===== src/rtl/wb_stage.sv =====
// wb_stage: writeback stage with load align/extend, rdata hold across stalls, forwarding; WB_RETIRE_CNT_EN enables a 64-bit retire counter
module wb_stage #(
  parameter int XLEN = 32,
  parameter int REG_AW = 5
) (
  input  logic              clk,
  input  logic              rst,
  input  logic              valid_i,
  input  logic              stall_i,
  input  logic              flush_i,
  input  logic [REG_AW-1:0] rd_addr_i,
  input  logic              rd_we_i,
  input  logic              is_load_i,
  input  logic [2:0]        load_f3_i,
  input  logic [1:0]        byte_off_i,
  input  logic [XLEN-1:0]   result_i,
  input  logic [XLEN-1:0]   rdata_i,
  output logic              rf_we_o,
  output logic [REG_AW-1:0] rf_waddr_o,
  output logic [XLEN-1:0]   rf_wdata_o,
  output logic              fwd_valid_o,
  output logic [REG_AW-1:0] fwd_addr_o,
  output logic [XLEN-1:0]   fwd_data_o,
  output logic [63:0]       retire_cnt_o
);
  logic              r_valid;
  logic [REG_AW-1:0] r_rd;
  logic              r_we;
  logic              r_load;
  logic [2:0]        r_f3;
  logic [1:0]        r_off;
  logic [XLEN-1:0]   r_result;
  logic [XLEN-1:0]   r_hold;
  logic              r_held;
  logic [XLEN-1:0]   w_word;
  logic [7:0]        w_byte;
  logic [15:0]       w_half;
  logic [XLEN-1:0]   w_ext;
  logic [XLEN-1:0]   w_wdata;
  logic              w_commit;
  logic              w_wr;
  always_ff @(posedge clk) begin
    if (rst) begin
      r_valid  <= 1'b0;
      r_rd     <= '0;
      r_we     <= 1'b0;
      r_load   <= 1'b0;
      r_f3     <= '0;
      r_off    <= '0;
      r_result <= '0;
      r_hold   <= '0;
      r_held   <= 1'b0;
    end else if (!stall_i) begin
      r_valid  <= valid_i & ~flush_i;
      r_rd     <= rd_addr_i;
      r_we     <= rd_we_i;
      r_load   <= is_load_i;
      r_f3     <= load_f3_i;
      r_off    <= byte_off_i;
      r_result <= result_i;
      r_held   <= 1'b0;
    end else if (!r_held) begin
      r_hold   <= rdata_i;
      r_held   <= 1'b1;
    end
  end
  always_comb begin
    w_word   = r_held ? r_hold : rdata_i;
    w_byte   = w_word[8*r_off +: 8];
    w_half   = r_off[1] ? w_word[31:16] : w_word[15:0];
    w_ext    = r_f3 == 3'b000 ? XLEN'($signed(w_byte)) :
               r_f3 == 3'b100 ? XLEN'(w_byte) :
               r_f3 == 3'b001 ? XLEN'($signed(w_half)) :
               r_f3 == 3'b101 ? XLEN'(w_half) :
               r_f3 == 3'b010 ? XLEN'($signed(w_word[31:0])) : '0;
    w_wdata  = r_load ? w_ext : r_result;
    w_commit = r_valid & ~stall_i;
    w_wr     = r_we & (r_rd != '0);
  end
  assign rf_we_o     = w_commit & w_wr;
  assign rf_waddr_o  = r_rd;
  assign rf_wdata_o  = w_wdata;
  assign fwd_valid_o = r_valid & w_wr;
  assign fwd_addr_o  = r_rd;
  assign fwd_data_o  = w_wdata;
`ifdef WB_RETIRE_CNT_EN
  logic [63:0] r_cnt;
  always_ff @(posedge clk) begin
    if (rst) r_cnt <= '0;
    else if (w_commit) r_cnt <= r_cnt + 64'd1;
  end
  assign retire_cnt_o = r_cnt;
`else
  assign retire_cnt_o = '0;
`endif
endmodule

===== config.mk =====
export PLATFORM = sky130hd
export DESIGN_NAME = wb_stage
export DESIGN_NICKNAME = d
export VERILOG_FILES = /design/src/rtl/wb_stage.sv
export SDC_FILE = /design/constraint.sdc
export NUM_CORES = 1
export LEC_CHECK = 0
export BUFFER_PORTS_ARGS = -buffer_cell sky130_fd_sc_hd__buf_2
export CORE_MARGIN = 5
export CORE_UTILIZATION = 51
export CTS_CLUSTER_DIAMETER = 60
export DETAILED_ROUTE_END_ITERATION = 10
export PLACE_DENSITY = 0.89
export SETUP_SLACK_MARGIN = 0.02
export SLEW_MARGIN = 5
export SYNTH_ARGS = -nofsm -noshare
export SYNTH_HDL_FRONTEND = slang
export SYNTH_SLANG_ARGS = --single-unit

===== constraint.sdc =====
create_clock -name clk -period 2.5 [get_ports clk]
set_input_delay 0.125 -clock clk [delete_from_list [all_inputs] [get_ports clk]]
set_output_delay 0.125 -clock clk [all_outputs]
set_load 0.05 [all_outputs]

Word-level counts from Yosys, hierarchy flattened --
Cells that the tools add are included. Widths: inputs -> output; s select.
Operators by class: eq/ne operators 4, shifts and indexed selects 1, mux-type cells 9, bitwise logic cells 7, reduce and logical (&&, ||, !) cells 2
Operators with widths (count):
- $mux 32 | 7
- $shiftx 32x6->8 | 1
- $mux 16 | 1
- $eq 3x3->1 const B | 2
- $and 1x1->1 | 5
- $reduce_bool 5->1 | 1
- $eq 3x1->1 const B | 1
- $eq 3x2->1 const B | 1
- $logic_not 3->1 | 1
- $not 1->1 | 2
- $mux 1 | 1
Storage, ports and cells: register bits 78, input port bits 81, word-level logic and storage cells 32

Longest topological paths before layout --
depth in word-level cells 7, depth in mapped cells 7, gate-level depth less buffers 4

Least setup slack after synthesis --
Ideal clock, no wire load.
kind reg-to-output, from register r_off[0], to output port rf_wdata_o[7], data arrival time 2.659 ns, required time 2.375 ns, slack -0.284 ns, cell stages (with the launch flop) 6, path buffers 2, path through dfxtp_1 > and2b_1 > clkbuf_1 > mux4_2 > o21ai_0 > buf_4
Between the ends: word-level cells in the longest chain between the ends 4
Ends and longest elaborated chain:
- start: declaration | line 31 | logic [1:0] r_off;
- start signal: assignment | line 59 | r_off <= byte_off_i;
- $shiftx 32x6->8 (*) | line 69 | w_byte = w_word[8*r_off +: 8];
- $mux 32 | line 72 | r_f3 == 3'b100 ? XLEN'(w_byte) :
- $mux 32 (*) | line 71 | w_ext = r_f3 == 3'b000 ? XLEN'($signed(w_byte)) :
- $mux 32 (*) | line 76 | w_wdata = r_load ? w_ext : r_result;
- end: declaration | line 20 | output logic [XLEN-1:0] rf_wdata_o,
Mark *: on every way between the ends. The rest lies on a longest branch, timed or not.

Worst setup path after layout --
from register r_off[1], to output port fwd_data_o[4]
Between the ends: word-level cells in the longest chain between the ends 6, elaborated cells between the ends (all ways) 7, classes of those cells shift (1); mux (6)
Ends and longest elaborated chain:
- branches (longest 4 deep; another with $shiftx 32x6->8)
- $mux 32 (*) | line 71
- $mux 32 (*) | line 76
- end: declaration | line 23 | output logic [XLEN-1:0] fwd_data_o,
Every way passes the cells marked *.

==> results.yml <==
logic_synthesis:
  yosysWarnings: 0
  seq_area_frac_synth: 0.332
  ys_types: 40
  synth_cells: 588
  synthesis.area_mm2: 0.00471
  yosys.area.top_type: "dfxtp_1"
  synth-seq-cells: 78
  synthTopCellsByCount: "buf_4, nor2_1, dfxtp_1"
  synth.most_common_cell: "buf_4"
  yosys-top-cells-area: "dfxtp_1, buf_4, mux2i_1"
  synthArstFlopShare: 0
  syn_area_per_cell_um2: 8.01
  synth_ff_type: "dfxtp_1"
  synth_top_cell_area_share: 0.332
  synth_edf_count: 0
die:
  die_x_um: 106
  die_y_um: 106
  core_region_area_mm2: 0.00911
  die_area_mm2: 0.0113
  io_pins: 221
  row_count: 35
  start_util: 0.517
job:
  maxCapViolCount: 0
place:
  dp.cells: 793
  hpwlAfterDp_um: 9740
  portBuffers: 156
  gp_congestion: 0.903
  postPlaceCellArea_mm2: 0.00508
grt:
  antenna_found_initial: 0
  grt_max_degree: 79
  grt_pass1_wl_um: 20400
  first_global_vias: 4097
  grtUsageTotal: 0.229
  gr-total-overflow: 0
sta:
  tightest_slew_ps: 932
  setup_viol: 0
  slew_headroom: 0.378
  clock.fmax_ghz: 0.422
  min_period_ps: 2370
  fin_hold_ws_ps: 1.96
  finalSetupTns_ps: 0
  drv_slew: 0
  fin_skew_ps: 9.77
  period_share: 0.949
  final-hold-violation-count: 0
route:
  viasPerCell: 5.13
  drc: 0
  via_count: 4295
  wire_per_inst_um: 16.0
  wl_um: 13400
  drtAntennaViolNets: 0
  initialDrtViolationCount: 236
  drtPass1Iterations: 4
worst_setup_path:
  arrival_ps: 2250
  r2r_setup_slack_ps: 870
  r2r_start: "r_held$_SDFF_PP0_"
  r2r_end: "r_hold[7]$_SDFFE_PP0P_"
  crit_path_start: "r_off[1]$_SDFFE_PP0N_"
  critical_path_required_ps: 2380
  crit_path_start_kind: "register"
  crit_type: "register to primary output"
  setup.worst_path.end: "fwd_data_o[4]"
  r2r_cells: 4
  worstPathMaxFanout: 17
  endpoint_kind: "primary output"
cells_and_area:
  postLayoutCellArea_mm2: 0.00563
  final_cells: 838
  area_growth_pct: 19.6
  fin_nets: 802
  final_layout_size_suffix_gt1_frac: 0.310
  nFillCells: 810
clocking:
  clk-insertion-delay-late_ps: 360
  cts_max_level: 3
  cts-buffers-inserted: 9
  clockBufferDepth: 2
  ctsRootBufferMaster: "clkbuf_8"
  cts_sinks: 78
  cts_tree: "built"
  cts.reportedPaths.clkPinSlew_ps: 80
power:
  finalPower_mw: 3.72
  ir_drop_v: 0.000670
  leakage_nw: 2.73
  p_per_area_mw_per_mm2: 661
outcome:
  outcome: "finished clean"
min_path:
  holdCritPathClass: "input port to register"
-- through the flow --
stage / utilization / setup slack [ps]
finish: 0.618 / 128
global route: 0.618 / -11.8
CTS: 0.608 / 15.4
detailed placement: 0.558 / 310
global placement: 0.558 / 250
floorplan: - / -10.9
-- layout by cell type, fill, tap and decap left out, types with 5 or more instances in the layout --
master and instances:
a21oi_2 8, a211oi_1 10, dlygate4sd3_1 25, buf_4 19, nand2_1 63, nor2_1 85, clkbuf_8 10, a21oi_1 38
o22ai_1 7, mux2i_1 69, mux2_2 6, conb_1 64, nor3_1 7, dfxtp_1 72, buf_2 151, a211oi_2 5
o21ai_0 37
-- power breakdown --
group / switching, mW / internal, mW
Combinational: 1.03 / 0.350
Sequential: 0.0636 / 1.32
Clock: 0.472 / 0.488
-- cell families after synthesis --
family,count (synthesis),synth area share
and+or+nand+nor,173,0.153
buffers and inverters,142,0.201
AOI/OAI and AO/OA,116,0.143
muxes,78,0.170
DFF,78,0.332
other,1,0.000796
-- metal layers --
| metal | wire, um | share of wire | global-route usage | vias to the layer above |
|---|---|---|---|---|
| li1 | - | - | - | 2088 |
| met5 | 0 | 0 | 0 | - |
| met1 | 5470 | 0.41 | 0.277 | 1977 |
| met3 | 1100 | 0.082 | 0.0571 | 38 |
| met2 | 6440 | 0.48 | 0.397 | 192 |
| met4 | 399 | 0.030 | 0.0740 | 0 |
-- final cells by class --
type,instances,area (um^2),area share
diodes,1,2.50,0.000444
clock buffers,11,141,0.0251
clock inverters,5,58.8,0.0104
inverters,1,3.75,0.000667
multi-input cells,431,2510,0.446
flip-flops and latches,78,1570,0.280
well taps,111,139,0.0247
repair buffers,200,1200,0.213
-- sequential cells by signal, summed over array words and instances, names as in the netlist --
signal / count
r_valid: 1
fwd_addr_o: 5
r_held: 1
r_f3: 3
r_we: 1
r_result: 32
r_hold: 32
r_off: 2
r_load: 1
-- worst min path at each step --
stage | from | end | slack, ps | cells after the start
2_1_floorplan | rdata_i[0] | r_hold[0]$_SDFFE_PP0P_ | 260 | 2
3_3_place_gp | rd_addr_i[3] | fwd_addr_o[3]$_SDFFE_PP0N_ | 350 | 3
3_5_place_dp | result_i[9] | r_result[9]$_SDFFE_PP0N_ | 360 | 3
4_1_cts | rd_addr_i[2] | fwd_addr_o[2]$_SDFFE_PP0N_ | 0.1 | 3
5_1_grt | rdata_i[5] | r_hold[5]$_SDFFE_PP0P_ | 3 | 3
6_report | result_i[9] | r_result[9]$_SDFFE_PP0N_ | 2 | 3
-- critical path: stages, from the launching register on --
cell and delay [ps]:
dfxtp_4 410, or4b_1 640, o22ai_1 270, a211oi_2 100, a21oi_2 200, clkbuf_4 260
-- repair_timing --
action	in CTS	in global routing
endpoints found under the hold margin	25	0
pin swaps	0	1
hold buffers	25	0
setup buffers	0	3
resized for setup	4	15
endpoints found under the setup margin	48	50
cloned	0	0
(Power assumes the default switching activity.)
